`src/rtl/serial_add16.sv`:
```
// Nibble-serial adder/subtractor: one 4-bit adder reused over NIB cycles.
// Carry ripples between nibbles only through a register.

module fouradder (
    input  logic [3:0] a,
    input  logic [3:0] b,
    input  logic       ci,
    output logic [3:0] s,
    output logic       co
);

    assign {co, s} = {1'b0, a} + {1'b0, b} + {4'b0000, ci};

endmodule

module serial_add16 #(
    parameter int NIB = 4
) (
    input  logic             clk,
    input  logic             rst_n,
    input  logic             start,
    input  logic             sub,
    input  logic [4*NIB-1:0] A,
    input  logic [4*NIB-1:0] B,
    input  logic             Cin,
    output logic [4*NIB-1:0] S,
    output logic             Cout,
    output logic             ovf,
    output logic             busy,
    output logic             done
);

    localparam int W  = 4 * NIB;
    localparam int IW = (NIB > 1) ? $clog2(NIB) : 1;

    typedef enum logic [1:0] {
        IDLE,
        RUN,
        DONE
    } state_t;

    state_t state;
    state_t next;

    logic [W-1:0]  a_r;
    logic [W-1:0]  b_r;
    logic          carry;
    logic [IW-1:0] idx;
    logic [3:0]    nib_a;
    logic [3:0]    nib_b;
    logic [3:0]    sum;
    logic          co;
    logic          last;
    logic          accept;

    assign last   = (idx == IW'(NIB - 1));
    assign accept = start && (state != RUN);
    assign nib_a  = a_r[{idx, 2'b00} +: 4];
    assign nib_b  = b_r[{idx, 2'b00} +: 4];
    assign busy   = (state == RUN);
    assign done   = (state == DONE);

    fouradder u_add (
        .a  (nib_a),
        .b  (nib_b),
        .ci (carry),
        .s  (sum),
        .co (co)
    );

    // State register
    always_ff @(posedge clk) begin
        if (!rst_n) begin
            state <= IDLE;
        end else begin
            state <= next;
        end
    end

    // Next-state: accept from IDLE/DONE, run NIB cycles, then report
    always_comb begin
        next = state;
        unique case (state)
            IDLE:    next = start ? RUN : IDLE;
            RUN:     next = last ? DONE : RUN;
            DONE:    next = start ? RUN : IDLE;
            default: next = IDLE;
        endcase
    end

    // Operand latch and per-nibble result/carry update
    always_ff @(posedge clk) begin
        if (!rst_n) begin
            a_r   <= '0;
            b_r   <= '0;
            carry <= 1'b0;
            idx   <= '0;
            S     <= '0;
            Cout  <= 1'b0;
            ovf   <= 1'b0;
        end else if (accept) begin
            a_r   <= A;
            b_r   <= B ^ {W{sub}};
            carry <= sub ? 1'b1 : Cin;
            idx   <= '0;
        end else if (state == RUN) begin
            S[{idx, 2'b00} +: 4] <= sum;
            carry <= co;
            idx   <= idx + 1'b1;
            if (last) begin
                Cout <= co;
                ovf  <= (a_r[W-1] == b_r[W-1]) && (sum[3] != a_r[W-1]);
            end
        end
    end

endmodule

```
`config.mk`:
```
export PLATFORM = sky130hd
export DESIGN_NAME = serial_add16
export DESIGN_NICKNAME = d
export VERILOG_FILES = /design/src/rtl/serial_add16.sv
export SDC_FILE = /design/constraint.sdc
export NUM_CORES = 1
export LEC_CHECK = 0
export CAP_MARGIN = 20
export CORE_UTILIZATION = 40
export CTS_CLUSTER_SIZE = 12
export DETAILED_ROUTE_END_ITERATION = 8
export GPL_TIMING_DRIVEN = 0
export HOLD_SLACK_MARGIN = 0.03
export PLACE_DENSITY_LB_ADDON = 0.2
export SLEW_MARGIN = 20
export SYNTH_ARGS = -nofsm -noshare
export SYNTH_HDL_FRONTEND = slang
export SYNTH_HIERARCHICAL = 1
export SYNTH_SLANG_ARGS = --single-unit
```
`constraint.sdc`:
```
create_clock -name clk -period 5.9 [get_ports clk]
set_input_delay 1.18 -clock clk [delete_from_list [all_inputs] [get_ports clk]]
set_output_delay 1.18 -clock clk [all_outputs]
set_load 0.01 [all_outputs]
```
==> out/results.tsv <==
stage	metric	value	unit
run_status	outcome	finished with violations	
run_status	violations	design-rule violations	
yosys	synth_seq_area_share	0.406	
critical_path	crit_end	ovf$_SDFFE_PN0P_	
yosys	synth_largest_area_cell	dfxtp_1	
grt	grt_pass1_wl	10500	microns
floorplanning	die_y	84.3	microns
clock_network	hold_buffers	0	
power	power_frac_seq	0.496	
drt	drt_iter0_drc	120	
yosys	ys_warn_count	6	
finish	nets	384	
finish	fillCellCount	626	
run	cap_violations	0	
timing	tightest_slew	0.735	ns
clock_network	cts_max_level	2	
critical_path	cp-start-kind	flop	
clock_network	postCtsSetupBuffers	0	
floorplanning	start_util	0.420	
drt	viasPerCell	5.39	
finish	drive_gt1_frac	0.122	
timing	finClkSkew	0.0110	ns
critical_path	crit_chain	buf_2 -> buf_4 -> mux4_2 -> fa_1 -> a21o_1 -> a21oi_2 -> xnor2_1 -> and3b_1 -> a21oi_1 -> a21oi_1	
clock_network	cts.path.max_buffers	2	
finish	antenna_cells	0	
critical_path	cpPeakStageDelay	0.54	ns
critical_path	cp_data_required_time	6.09	ns
place	globalplace.congestion	0.767	
timing	layout_setup_ws	2.80	ns
floorplanning	die_w	84.3	microns
critical_path	crit_top_cell	a21oi_1	
yosys	synth_edf_count	0	
drt	routed-via-count	2233	
critical_path	rrSetupSlack	2.80	ns
critical_path	cp-end-kind	flop	
min_path	worstHoldPathType	reg -> reg	
timing	rsz0062_at_grt	false	
yosys	synth.distinct_cells	43	
grt	antenna_found_initial	0	
critical_path	critical_path.top_delay_family	compound AO/OA/AOI/OAI gates	
power	powerDensity	234	nW/um^2
floorplanning	fp.dieArea	7110	sq um
floorplanning	rows	29	
critical_path	critPathKind	reg -> reg	
place	port_buffers	54	
power	leakage	1.22	nW
critical_path	crit_cells	10	
critical_path	worstPathArrival	3.29	ns
critical_path	r2r-end	ovf$_SDFFE_PN0P_	
place	dp_hpwl	4650	microns
clock_network	clock_sinks	55	
yosys	synth_cells	276	
power	pwr-share-comb	0.204	
drt	wl_per_cell	15.2	microns
grt	overflow	0	
critical_path	timing.rr.start	idx[0]$_SDFFE_PP0P_	
drt	first_pass_iters	9	
yosys	netlist_top_cells_area	dfxtp_1 41%, a21oi_1 7.4%, mux4_2 6.6%	
power	p_clk_frac	0.300	
grt	grt.total_usage	0.187	
yosys	ys_ff_latch	55	
timing	slew-limit-headroom	0.510	
timing	finalHoldViolCount	0	
drt	drc_errors	13	
yosys	netlist_top_cells_count	55 x dfxtp_1, 40 x a21oi_1, 19 x xnor2_1	
timing	max_freq	322	MHz
clock_network	insertion_delay	0.31	ns
power	net-switching-power	0.214	mW
yosys	synth.most_common_cell	dfxtp_1	
grt	grt_max_degree	16	
power	max-vdd-ir-drop	0.0000863	V
clock_network	clk_pin_slew_worst_paths	0.09	ns
timing	setup-violations-final	0	
timing	final_max_slew_viol_count	0	
yosys	ys.flop_type	dfxtp_1	
drt	drtAntennaViolNets	0	
yosys	synth.avg_cell_area	9.82	sq um
critical_path	crit_slowest_cell	mux4_2	
critical_path	worst-path-buf-inv	2	
finish	seq_area	1100	sq um
finish	area_growth	27.3	%
yosys	synthArstFlopShare	0	
finish	multiInputGateArea	1440	sq um
timing	post-route-period-util	0.526	
timing	period_needed	3.10	ns
clock_network	post_cts_resized	0	
critical_path	cp_max_fo	10	
clock_network	cts_tree	done	
critical_path	crit_path_start	idx[0]$_SDFFE_PP0P_	
critical_path	rr_worst_depth	10	
power	p_int	0.594	mW
grt	grt_pass1_vias	2100	
timing	tns	0	ns
floorplanning	pin_count	57	
power	switching_share	0.265	
clock_network	cts_buffers	5	
yosys	syn-num-nets	323	
place	dp_slack	2.83	ns
yosys	synth_area	2710	sq um
drt	finalWirelength	6300	microns
timing	hold_slack	0.460	ns
floorplanning	core_area	6460	sq um
clock_network	cts-root-buf	clkbuf_8	
yosys	synth_top_area_share	0.406	
## final cells by class
class	count	area share
multi-input combinational	190	0.416
sequential	55	0.319
timing repair buffer	54	0.157
buffer	22	0.0395
tap	77	0.0279
clock buffer	6	0.0210
inverter	9	0.0112
clock inverter	1	0.00870
## worst register-to-register path: stages (launching register included)
cell     delay, ns
dfxtp_1       0.37
buf_2         0.23
buf_4         0.25
mux4_2        0.55
fa_1          0.44
a21o_1        0.19
a21oi_2       0.15
xnor2_1       0.34
and3b_1       0.25
a21oi_1       0.15
a21oi_1       0.09
## registers in the layout, summed over array words and instances, names as in the netlist
signal / flops
Cout: 1
a_r: 16
carry: 1
ovf: 1
idx: 2
state: 2
b_r: 16
S: 16
## metrics by stage
| step | power (mW) | cell area [sq um] | util | std cells |
|---|---|---|---|---|
| floorplan | 0.513 | 2710 | - | 276 |
| global placement | 0.571 | 3350 | 0.518 | 407 |
| CTS | 0.812 | 3450 | 0.534 | 414 |
| global route | 0.843 | 3450 | 0.534 | 414 |
| detailed placement | 0.575 | 3350 | 0.518 | 407 |
| finish | 0.807 | 3450 | 0.534 | 414 |
## routing by layer
layer / part of all wire / track usage / routed length [microns]
met4: 0.0084 / 0.0462 / 53
met5: 0 / 0 / 0
met1: 0.49 / 0.253 / 3060
met2: 0.47 / 0.304 / 2940
met3: 0.040 / 0.0433 / 250
## power by group through the flow
stage          combinational, mW  clock, mW  sequential, mW
3_5_place_dp               0.165          0           0.409
2_1_floorplan              0.106          0           0.407
4_1_cts                    0.166      0.246           0.400
5_1_grt                    0.181      0.260           0.403
6_report                   0.165      0.242           0.400
3_3_place_gp               0.163          0           0.409
## worst min path at each step
stage                    startpoint              endpoint  slack [ns]  cells after the start
2_1_floorplan  a_r[10]$_SDFFE_PN0P_  a_r[10]$_SDFFE_PN0P_        0.45                      2
3_3_place_gp     S[15]$_SDFFE_PN0P_    S[15]$_SDFFE_PN0P_        0.44                      2
3_5_place_dp     S[14]$_SDFFE_PN0P_    S[14]$_SDFFE_PN0P_        0.45                      2
4_1_cts          S[14]$_SDFFE_PN0P_    S[14]$_SDFFE_PN0P_        0.46                      2
5_1_grt           S[5]$_SDFFE_PN0P_     S[5]$_SDFFE_PN0P_        0.48                      1
6_report         S[14]$_SDFFE_PN0P_    S[14]$_SDFFE_PN0P_        0.46                      2
## layout by cell type, fill, tap and decap left out, drive strengths merged, types with 2 or more instances in the layout
| master | netlist | final |
|---|---|---|
| a211oi | 16 | 16 |
| a21oi | 41 | 41 |
| a22o | 4 | 4 |
| a32o | 2 | 2 |
| and3b | 3 | 3 |
| buf | 13 | 13 |
| clkbuf | 9 | 15 |
| clkdlybuf4s50 | 0 | 54 |
| dfxtp | 55 | 55 |
| fa | 2 | 2 |
| ha | 8 | 8 |
| inv | 8 | 8 |
| mux2i | 2 | 2 |
| mux4 | 8 | 8 |
| nand2 | 15 | 15 |
| nand2b | 2 | 2 |
| nand3 | 18 | 18 |
| nand4 | 3 | 3 |
| nor2 | 8 | 8 |
| nor2b | 2 | 2 |
| nor3 | 2 | 2 |
| o21ai | 18 | 18 |
| o22ai | 4 | 4 |
| o2bb2ai | 2 | 2 |
| o41ai | 2 | 2 |
| xnor2 | 19 | 19 |
## cell families (layout without fill, tap and decap cells)
kind of cell,Yosys count,after routing,synth area share
AO/OA/AOI/OAI,91,91,0.218
AND/OR/NAND/NOR,60,60,0.125
flip-flops,55,55,0.406
buffers and inverters,31,92,0.0646
XOR/XNOR,19,19,0.0614
adder cells (fa/ha/maj),10,10,0.0517
multiplexers,10,10,0.0738
(Power assumes the default switching activity.)
